==> src/rtl/keypad_pkg.sv <==
// Shared types and constants for the keypad unlock controller.
// Holds the FSM state enum, special key codes and the timer width.
package keypad_pkg;

    typedef enum logic [2:0] {
        StIdle,
        StEntry,
        StCheck,
        StOpen,
        StLockout
    } state_e;

    localparam logic [3:0] KEY_CLEAR = 4'hA;
    localparam logic [3:0] KEY_ENTER = 4'hB;

    // Wide enough for the longest window (1.5e9 cycles) as an unsigned count.
    localparam int unsigned TIMER_W = 31;

    function automatic logic is_digit(input logic [3:0] k);
        return k <= 4'd9;
    endfunction

endpackage

==> src/rtl/cycle_timer.sv <==
// Loadable down-counter shared by the OPEN, entry-timeout and LOCKOUT windows.
// expired is high whenever the count sits at zero.
module cycle_timer
    import keypad_pkg::*;
#(
    parameter int unsigned WIDTH = TIMER_W
) (
    input  logic             clk,
    input  logic             reset,
    input  logic             load,
    input  logic [WIDTH-1:0] load_val,
    output logic             expired
);

    logic [WIDTH-1:0] count_q;

    always_ff @(posedge clk or posedge reset) begin
        if (reset) begin
            count_q <= '0;
        end else if (load) begin
            count_q <= load_val;
        end else if (count_q != '0) begin
            count_q <= count_q - 1'b1;
        end
    end

    assign expired = (count_q == '0);

endmodule

==> src/rtl/keypad_unlock_ctrl.sv <==
// Four-digit keypad lock: collects digits, checks them against a writable code,
// opens for a timed window and locks out after repeated wrong codes.
module keypad_unlock_ctrl
    import keypad_pkg::*;
#(
    parameter logic [15:0] DEFAULT_CODE = 16'h1234,
    parameter int unsigned UNLOCK_CYC   = 250_000_000,
    parameter int unsigned TIMEOUT_CYC  = 500_000_000,
    parameter int unsigned MAX_FAIL     = 3,
    parameter int unsigned LOCKOUT_CYC  = 1_500_000_000
) (
    input  logic        clk,
    input  logic        reset,
    input  logic        key_valid,
    input  logic [3:0]  key_code,
    input  logic        code_we,
    input  logic [15:0] code_wdata,
    output logic        lock_cmd,
    output logic        unlocked,
    output logic        lockout,
    output logic [2:0]  digit_cnt,
    output logic [1:0]  fail_cnt
);

    localparam logic [TIMER_W-1:0] UNLOCK_LOAD  = TIMER_W'(UNLOCK_CYC - 1);
    localparam logic [TIMER_W-1:0] TIMEOUT_LOAD = TIMER_W'(TIMEOUT_CYC - 1);
    localparam logic [TIMER_W-1:0] LOCKOUT_LOAD = TIMER_W'(LOCKOUT_CYC - 1);
    localparam logic [1:0]         FAIL_LIMIT   = 2'(MAX_FAIL);

    state_e               state_q;
    logic [15:0]          entry_buf_q;
    logic [15:0]          code_q;

    logic                 key_digit;
    logic                 key_clear;
    logic                 key_enter;
    logic                 code_match;
    logic [1:0]           fail_next;

    logic                 timer_load;
    logic [TIMER_W-1:0]   timer_val;
    logic                 timer_expired;

    cycle_timer #(
        .WIDTH (TIMER_W)
    ) u_timer (
        .clk      (clk),
        .reset    (reset),
        .load     (timer_load),
        .load_val (timer_val),
        .expired  (timer_expired)
    );

    always_comb begin
        key_digit  = key_valid && is_digit(key_code);
        key_clear  = key_valid && (key_code == KEY_CLEAR);
        key_enter  = key_valid && (key_code == KEY_ENTER);
        code_match = (digit_cnt == 3'd4) && (entry_buf_q == code_q);
        fail_next  = fail_cnt + 2'd1;
    end

    // Timer reloads: first digit, any further non-clear/enter key in ENTRY,
    // and the CHECK outcome that opens or locks out.
    always_comb begin
        timer_load = 1'b0;
        timer_val  = '0;
        unique case (state_q)
            StIdle: begin
                if (key_digit) begin
                    timer_load = 1'b1;
                    timer_val  = TIMEOUT_LOAD;
                end
            end
            StEntry: begin
                if (!timer_expired && key_valid && !key_clear && !key_enter) begin
                    timer_load = 1'b1;
                    timer_val  = TIMEOUT_LOAD;
                end
            end
            StCheck: begin
                if (code_match) begin
                    timer_load = 1'b1;
                    timer_val  = UNLOCK_LOAD;
                end else if (fail_next == FAIL_LIMIT) begin
                    timer_load = 1'b1;
                    timer_val  = LOCKOUT_LOAD;
                end
            end
            default: ;
        endcase
    end

    always_ff @(posedge clk or posedge reset) begin
        if (reset) begin
            state_q     <= StIdle;
            entry_buf_q <= '0;
            code_q      <= DEFAULT_CODE;
            digit_cnt   <= '0;
            fail_cnt    <= '0;
            lock_cmd    <= 1'b1;
            unlocked    <= 1'b0;
            lockout     <= 1'b0;
        end else begin
            if (code_we && (state_q == StIdle || state_q == StOpen)) begin
                code_q <= code_wdata;
            end
            unique case (state_q)
                StIdle: begin
                    if (key_digit) begin
                        entry_buf_q <= {entry_buf_q[11:0], key_code};
                        digit_cnt   <= 3'd1;
                        state_q     <= StEntry;
                    end else if (key_clear) begin
                        entry_buf_q <= '0;
                        digit_cnt   <= '0;
                    end
                end
                StEntry: begin
                    // Expiry outranks any key arriving on the same cycle.
                    if (timer_expired || key_clear) begin
                        entry_buf_q <= '0;
                        digit_cnt   <= '0;
                        state_q     <= StIdle;
                    end else if (key_enter) begin
                        state_q <= StCheck;
                    end else if (key_digit) begin
                        entry_buf_q <= {entry_buf_q[11:0], key_code};
                        if (digit_cnt != 3'd4) begin
                            digit_cnt <= digit_cnt + 3'd1;
                        end
                    end
                end
                StCheck: begin
                    entry_buf_q <= '0;
                    digit_cnt   <= '0;
                    if (code_match) begin
                        fail_cnt <= '0;
                        lock_cmd <= 1'b0;
                        unlocked <= 1'b1;
                        state_q  <= StOpen;
                    end else begin
                        fail_cnt <= fail_next;
                        if (fail_next == FAIL_LIMIT) begin
                            lockout <= 1'b1;
                            state_q <= StLockout;
                        end else begin
                            state_q <= StIdle;
                        end
                    end
                end
                StOpen: begin
                    if (timer_expired || key_enter) begin
                        lock_cmd <= 1'b1;
                        unlocked <= 1'b0;
                        state_q  <= StIdle;
                    end
                end
                StLockout: begin
                    if (timer_expired) begin
                        fail_cnt <= '0;
                        lockout  <= 1'b0;
                        state_q  <= StIdle;
                    end
                end
                default: begin
                    lock_cmd <= 1'b1;
                    unlocked <= 1'b0;
                    lockout  <= 1'b0;
                    state_q  <= StIdle;
                end
            endcase
        end
    end

endmodule
==> config.mk <==
export PLATFORM = sky130hd
export DESIGN_NAME = keypad_unlock_ctrl
export DESIGN_NICKNAME = d
export VERILOG_FILES = /design/src/rtl/keypad_pkg.sv /design/src/rtl/cycle_timer.sv /design/src/rtl/keypad_unlock_ctrl.sv
export SDC_FILE = /design/constraint.sdc
export NUM_CORES = 1
export LEC_CHECK = 0
export BUFFER_PORTS_ARGS = -buffer_cell sky130_fd_sc_hd__buf_2
export CORE_MARGIN = 10
export CORE_UTILIZATION = 28
export CTS_BUF_LIST = sky130_fd_sc_hd__clkbuf_4
export CTS_CLUSTER_SIZE = 16
export DETAILED_ROUTE_END_ITERATION = 8
export GPL_ROUTABILITY_DRIVEN = 0
export HOLD_SLACK_MARGIN = 0.06
export PLACE_DENSITY = 0.53
export SLEW_MARGIN = 20
export SYNTH_ARGS = -nofsm -noshare
export SYNTH_HDL_FRONTEND = slang
export SYNTH_SLANG_ARGS = --single-unit
==> constraint.sdc <==
create_clock -name clk -period 2.9 [get_ports clk]
set_input_delay 0.145 -clock clk [delete_from_list [all_inputs] [get_ports clk]]
set_output_delay 0.145 -clock clk [all_outputs]
set_load 0.005 [all_outputs]
==> run summary, run 1 <==
Derived from the worst setup path, the maximum achievable clock frequency is 393 MHz. Total wire length: 9840 um. The run gives 578 as the placed instance count. The die outline area was 19100 um2. Initial antenna violation count: 1. Entering global routing, the biggest net connects 63 pins. The layout has 1388 filler cells. For this design the ratio of total power to cell area is 721 nW/um2. Setup violations remaining at the end of the flow were counted as 0. For the final database, setup skew stands at 18.1 ps.

Number of top-level pins: 32. After detailed routing, the average wire length per cell comes to 16.0 um. The startpoint identified for the worst register-to-register timing path is u_timer.count_q[16]. STA puts the critical path data required time at 3230 ps. For the count of yosys warnings during synthesis, the log shows 0.

STA puts the critical path data arrival time at 2870 ps. The kind of critical path was register to register. The post-route netlist has 23.7% of its cells at a drive strength greater than 1.

The half-perimeter wire length of the detailed placement result was 7010 um. Overall power of the completed layout: 3.43 mW. Yosys mapped a number of flops with a built-in enable equal to 0. The routed layout has 3023 vias. Capture point of the worst reg-to-reg path: u_timer.count_q[0]. Peak supply drop: 0.339 mV. For this run, the total global-route usage over all layers was measured as 10.6%.

The count of buffers inserted at the top-level ports was 31; the post-synthesis sequential element count was 74. The average size of a mapped cell was 10.7 um2. For the number of global-route vias before repair, the log shows 3252. The maximum cell stage delay along the critical path is 550 ps. In the synthesized netlist the dominant register cell turns out to be sky130_fd_sc_hd__dfrtp_1. Once layout is complete, the cells apart from fillers number 616. The longest clock path from root to sink contains 2 buffers. The fraction of registers with async set or reset after synthesis was 100%. The logs give 0 for the max-capacitance violation count and 459 for the number of nets in the layout. Using the TritonRoute via totals, the vias-per-cell ratio works out to 4.91. Setup repair after global routing left no endpoint under its margin. The run gives 0 as the number of hold violations in the final report. Cell area after synthesis: 3920 um2.

The floorplan has 43 rows. The worst relative slew slack came out at 52.7%. The area of the core region came out at 13800 um2. After detailed routing, the number of remaining DRC violations is 0. The most critical setup path has its endpoint at u_timer.count_q[0].

Number of max-slew violations in the final report: 0. Synthesis produced 365 cells. The die is 138 um tall. Once the clock tree was built, the resizer swapped 0 gates to a different size. The worst setup path is launched from a register. In this run the worst path has a maximum fanout of 10.

The top cell type by total area after synthesis is sky130_fd_sc_hd__dfrtp_1. The signal on the critical path passes through nor4_1 > buf_4 > nand2_1 > or4_4 > o21ba_2 > nor3_4 > buf_4 > nand2_1. For the leakage power summed over all cells, the log shows 1.95 nW.

The run gives 16900 um as the wire length of the first global-routing pass. The critical path starts at u_timer.count_q[16]. The logs give 0 for the final global-route overflow total and 360 ps for the setup slack of the worst register-to-register path. The count of H-tree levels built during CTS was 3; the summed negative setup slack over all endpoints was 0 ps. Worst min-delay path class: input port to async pin. TritonCTS built the clock tree.

For this run, the detailed router's first-pass iteration total came to 4. For this run, the register share of the synthesized area comes to 47.4%. The tools report the later-pin clock latency in the skew report as 440 ps. In the post-synthesis netlist, the biggest area contributors are sky130_fd_sc_hd__dfrtp_1 43%, sky130_fd_sc_hd__xor2_1 6.3%, sky130_fd_sc_hd__mux2_2 4.9%. The share of the clock period used by the worst path works out to 87.7%.

The flow ran to the end, and the final reports show no timing, DRC or antenna violations. For the pin with the worst max-slew slack, the measured transition is 700 ps. The worst path in the final design needs a cycle of 2540 ps, including I/O delays and setup. The highest-delay cell along the critical path is sky130_fd_sc_hd__or4_4.

The run gives 225 as the iteration-0 DRC count of the detailed router. The CTS buffer count is 9, and the register clock-pin slew on the reported worst setup and hold paths is 140 ps. The post-synth net total was 394. Timing analysis after detailed placement gives a worst setup slack of 385 ps. The kind of end point of the critical path was a register. In this run the clock root is driven by a sky130_fd_sc_hd__clkbuf_4.

The worst register-to-register path has a depth of 8. The share of the synthesized area in the top cell type is 43.4%. The area growth from synthesis to layout is 21.4%. After synthesis, the netlist uses 55 different library cells.

Across all setup checks in the final design, the least slack found is 357 ps. The run gives 0 as the number of routed nets with antenna violations. The setup fix buffers added after clock tree synthesis was 0. The starting utilization of the core area is 28.4%. Clock tree synthesis found a total of 74 sinks. From left edge to right edge, the die measures 138 um.
## placed cells by master (no fill, tap or decap), types with 7 or more instances in the layout
cell type and n:
sky130_fd_sc_hd__o21ai_1 8, sky130_fd_sc_hd__o31ai_1 7, sky130_fd_sc_hd__nor3_1 14, sky130_fd_sc_hd__clkbuf_4 9, sky130_fd_sc_hd__xnor2_1 16, sky130_fd_sc_hd__a22o_1 16, sky130_fd_sc_hd__buf_2 31, sky130_fd_sc_hd__mux2_2 17
sky130_fd_sc_hd__nand2_1 31, sky130_fd_sc_hd__nor2_1 17, sky130_fd_sc_hd__o21ai_0 9, sky130_fd_sc_hd__dfrtp_1 68, sky130_fd_sc_hd__dlygate4sd3_1 21, sky130_fd_sc_hd__xor2_1 28, sky130_fd_sc_hd__or4_1 7, sky130_fd_sc_hd__buf_4 13
sky130_fd_sc_hd__a21oi_1 10, sky130_fd_sc_hd__nand3_1 12, sky130_fd_sc_hd__inv_1 12, sky130_fd_sc_hd__nor4_1 16
## state kept, by name, indices dropped and copies added, names as in the netlist
| name | cells |
|---|---|
| code_q | 16 |
| digit_cnt | 3 |
| entry_buf_q | 16 |
| fail_cnt | 2 |
| lock_cmd | 1 |
| lockout | 1 |
| state_q | 3 |
| u_timer.count_q | 31 |
| unlocked | 1 |
## metrics by stage
step	hold WS (ps)	cell area (um2)	util (%)
2_1_floorplan	278	3920	-
3_3_place_gp	117	4360	31.5
3_5_place_dp	117	4360	31.5
4_1_cts	188	4760	34.4
5_1_grt	204	4760	34.4
6_report	199	4760	34.4
## per-layer routing
layer / vias to the layer above / share of wire [%] / global-route usage, %
met2: 51 / 45 / 15.8
met5: - / 0 / 0
met4: 0 / 1.8 / 3.61
met1: 1481 / 51 / 14.8
met3: 13 / 2.8 / 1.99
li1: 1478 / - / -
## synth_stat cells (all sizes together), types with 10 or more instances
| library cell | instances |
|---|---|
| a21oi | 10 |
| a22o | 16 |
| dfrtp | 68 |
| inv | 13 |
| mux2 | 17 |
| nand2 | 31 |
| nand3 | 13 |
| nor2 | 17 |
| nor3 | 15 |
| nor4 | 22 |
| o21ai | 18 |
| xnor2 | 16 |
| xor2 | 28 |
## critical path: cells and delay by family, from the launching register on
family	cells	cell delay [ps]
DFF	1	470
AOI/OAI and AO/OA	1	280
and+or+nand+nor	5	1270
buffers and inverters	2	400
## cell families (layout without fill, tap and decap cells)
| kind of cell | count (synthesis) | count (layout) | share of synthesized area [%] |
|---|---|---|---|
| simple gates | 125 | 125 | 19.4 |
| compound gates | 75 | 75 | 13.9 |
| flops | 74 | 74 | 47.4 |
| xor+xnor | 44 | 44 | 9.82 |
| buf+inv | 25 | 95 | 2.97 |
| mux | 17 | 17 | 4.88 |
| fa+ha+maj | 5 | 5 | 1.59 |
| other cells | 0 | 1 | 0 |
## worst min path at each step
stage	end	from	slack, ps
after global placement	code_q[11]	reset	120
after detailed placement	code_q[11]	reset	120
after floorplan	entry_buf_q[0]	key_code[0]	280
after CTS	entry_buf_q[9]	reset	190
after global routing	entry_buf_q[9]	reset	200
final	entry_buf_q[9]	reset	200
## what timing repair did
action / CTS / global route
setup endpoints to repair: 0 / 0
hold buffers: 21 / 0
endpoints found under the hold margin: 92 / 0
## cell type report
| class | count | area (um2) | share of cell area, % |
|---|---|---|---|
| multi-input combinational | 266 | 1950 | 41.0 |
| sequential | 74 | 1860 | 39.0 |
| antenna | 1 | 2.50 | 0.0525 |
| tap | 180 | 225 | 4.73 |
| clock buffer | 9 | 67.6 | 1.42 |
| timing repair buffer | 66 | 483 | 10.1 |
| inverter | 13 | 48.8 | 1.02 |
| clock inverter | 7 | 125 | 2.63 |
## report_power, final
group | switching (mW) | internal [mW]
Clock | 0.414 | 0.445
Combinational | 0.462 | 0.494
Sequential | 0.275 | 1.34
(Power assumes the default switching activity.)
==> run 2, diff against run 1 <==
Settings changed: MAX_ROUTING_LAYER set to met4.
==> run summary, run 2 (same netlist as run 1, synthesis figures left out) <==
The logs give 4 (unchanged) for the first-pass detailed-route iteration total and 0 (unchanged) for the number of max-slew violations in the final report. The number of vias per cell was 4.91 (about the same); the die boundary width was 138 um (unchanged). The number of cells on the worst reg-to-reg path was 8 (unchanged).

The later-pin clock latency in the skew report was 450 ps (was 440 ps); the post-cts sizing count was 0 (unchanged). The height of the chip was 138 um (unchanged). Count of buffers inserted at the top-level ports: 31 (unchanged). For the setup slack of the worst register-to-register path, the log shows 360 ps (about the same).

The register clock-pin slew on the reported worst setup and hold paths was 140 ps (about the same); the number of hold violations in the final report was 0 (unchanged). CP Cell Sequence: nor4_1 > buf_4 > nand2_1 > or4_4 > o21ba_2 > nor3_4 > buf_4 > nand2_1 (unchanged). The multi-input gate area in the final layout is 1950 um2 (unchanged). The logs give 2870 ps (about the same) for the arrival time at the worst endpoint and 0.340 mV (was 0.339 mV) for the peak supply drop. For the overall power of the completed layout, the log shows 3.43 mW (about the same). The tools report the wire length of the first global-routing pass as 16900 um (about the same). The area of all placed cells without fillers came out at 4760 um2 (unchanged). Commonest cells after routing, fill and taps aside: 68 x sky130_fd_sc_hd__dfrtp_1, 31 x sky130_fd_sc_hd__nand2_1, 31 x sky130_fd_sc_hd__buf_2, 28 x sky130_fd_sc_hd__xor2_1, 21 x sky130_fd_sc_hd__dlygate4sd3_1 (unchanged). The routed via count was 3022 (was 3023); the placed cell area was 4360 um2 (unchanged).

The total wire length came out at 9810 um (was 9840 um). The clock tree root buffer cell is sky130_fd_sc_hd__clkbuf_4 (unchanged). The number of top-level pins was 32 (unchanged); the count of H-tree levels built during CTS was 3 (unchanged). Setup repair after global routing left no endpoint under its margin. The tools report the post-route worst setup slack as 360 ps (was 357 ps). The kind of critical path was register to register (unchanged). For the clock sink total, the log shows 74 (unchanged). The tools report the critical path launch point type as a register (unchanged).

The number of inserted filler cells in the final layout was 1388 (unchanged); the die outline area was 19100 um2 (unchanged). The tools report the maximum clock path buffer count as 2 (unchanged). The average routed wire per standard cell came out at 15.9 um (was 16.0 um).

Kind of end point of the critical path: a register (unchanged). The worst relative slew slack is 52.8% (was 52.7%), and the maximum clock rate is 394 MHz (was 393 MHz). The iteration-0 DRC count of the detailed router was 215 (was 225). The maximum cell stage delay along the critical path came out at 550 ps (about the same). The register ranked first by flip-flop count is u_timer.count_q (unchanged).

The most common cell after layout, fill and taps aside was sky130_fd_sc_hd__dfrtp_1 (unchanged). Initial antenna violation count: 1 (unchanged). Top Registers: u_timer.count_q x31, code_q x16, entry_buf_q x16 (unchanged). The largest clock skew in the final design is 20.1 ps (was 18.1 ps), and the global routing usage summed across all routing layers is 10.9% (was 10.6%). The critical register-to-register path startpoint is u_timer.count_q[16] (unchanged). TritonCTS built the clock tree.

The critical-path maximum fanout was 10 (unchanged); the number of remaining DRC errors was 0 (unchanged). The half-perimeter wire length of the detailed placement result came out at 7010 um (unchanged). The run finished with clean final reports. Post-layout minimum cycle time: 2540 ps (about the same). The flip-flop count of the largest register after layout is 31 (unchanged). The run gives 3230 ps (about the same) as the critical path data required time.

The highest-delay cell along the critical path was sky130_fd_sc_hd__or4_4 (unchanged). The number of nets in the layout was 459 (unchanged); the worst setup slack before clock tree synthesis was 385 ps (unchanged). For the final global-route overflow total, the log shows 0 (unchanged). The timing startpoint of the critical path is u_timer.count_q[16] (unchanged). The layout cell share with drive strength beyond 1 is 23.7% (unchanged). The largest net degree at the start of global routing is 63 (unchanged). Number of hold buffers added after cts: 21 (unchanged). The worst min-delay path class was input port to async pin (unchanged). The capture point of the worst reg-to-reg path was u_timer.count_q[1] (was u_timer.count_q[0]).

The CTS buffer count came out at 9 (unchanged). For the leakage power summed over all cells, the log shows 1.95 nW (unchanged). The summed negative setup slack over all endpoints is 0 ps (unchanged), and the number of rows created at floorplan is 43 (unchanged). The number of global-route vias before repair was 3257 (was 3252). The tools report the setup fix buffers added after clock tree synthesis as 0 (unchanged).

For the number of setup violations in the final report, the log shows 0 (unchanged). For the starting utilization of the core area, the log shows 28.4% (unchanged). The run gives 0 (unchanged) as the number of routed nets with antenna violations.

The max-capacitance violation count came out at 0 (unchanged). The share of the clock period used by the worst path is 87.6% (was 87.7%), and the transition time of the tightest slew-check pin is 699 ps (was 700 ps). The power density of the placed cells is 721 nW/um2 (about the same), and the core occupancy in the finished layout is 34.4% (unchanged). Area growth from synthesis to layout: 21.4% (unchanged). The area used by sequential logic in the layout was 1860 um2 (unchanged). For the area of the core region, the log shows 13800 um2 (unchanged).
## run 2: cell counts in the layout (fill, tap and decap cells not counted)
Identical to the previous run, type by type.
## run 2: worst max-delay path: cells and delay by family, from the launching register on
| family | cells | cell delay (ps) |
|---|---|---|
| DFF | 1 | 460 |
| AOI/OAI and AO/OA | 1 | 280 |
| and+or+nand+nor | 5 | 1270 |
| buffers and inverters | 2 | 400 |
## run 2: worst max-delay path by stage
stage | to | slack [ps] | cells past startpoint
final | u_timer.count_q[1] | 360 | 8
after global routing | u_timer.count_q[11] | 180 | 8
after CTS | u_timer.count_q[0] | 370 | 7
after detailed placement | u_timer.count_q[11] | 380 | 7
after global placement | entry_buf_q[0] | 420 | 6
after floorplan | entry_buf_q[10] | 550 | 8
## run 2: power by group
part | total (mW) | switching, mW | internal [mW]
Sequential | 1.62 | 0.274 | 1.34
Combinational | 0.954 | 0.461 | 0.494
Clock | 0.861 | 0.416 | 0.445
## run 2: metal layers
metal | part of all wire [%] | track usage (%) | vias to the layer above
li1 | - | - | 1479
met1 | 51 | 14.8 | 1478
met2 | 45 | 15.8 | 55
met3 | 3.2 | 1.92 | 10
met4 | 0.89 | 3.61 | 0
met5 | 0 | - | -
## run 2: metrics by stage
step	instances	hold WS (ps)
floorplan	365	278
global placement	578	117
detailed placement	578	117
CTS	615	188
global route	616	204
finish	616	193
## run 2: cell type report
class,instances,area share (%)
clock inverters,7,2.63
clock buffers,9,1.42
well taps,180,4.73
flip-flops and latches,74,39.0
multi-input cells,266,41.0
repair buffers,66,10.1
inverters,13,1.02
diodes,1,0.0525
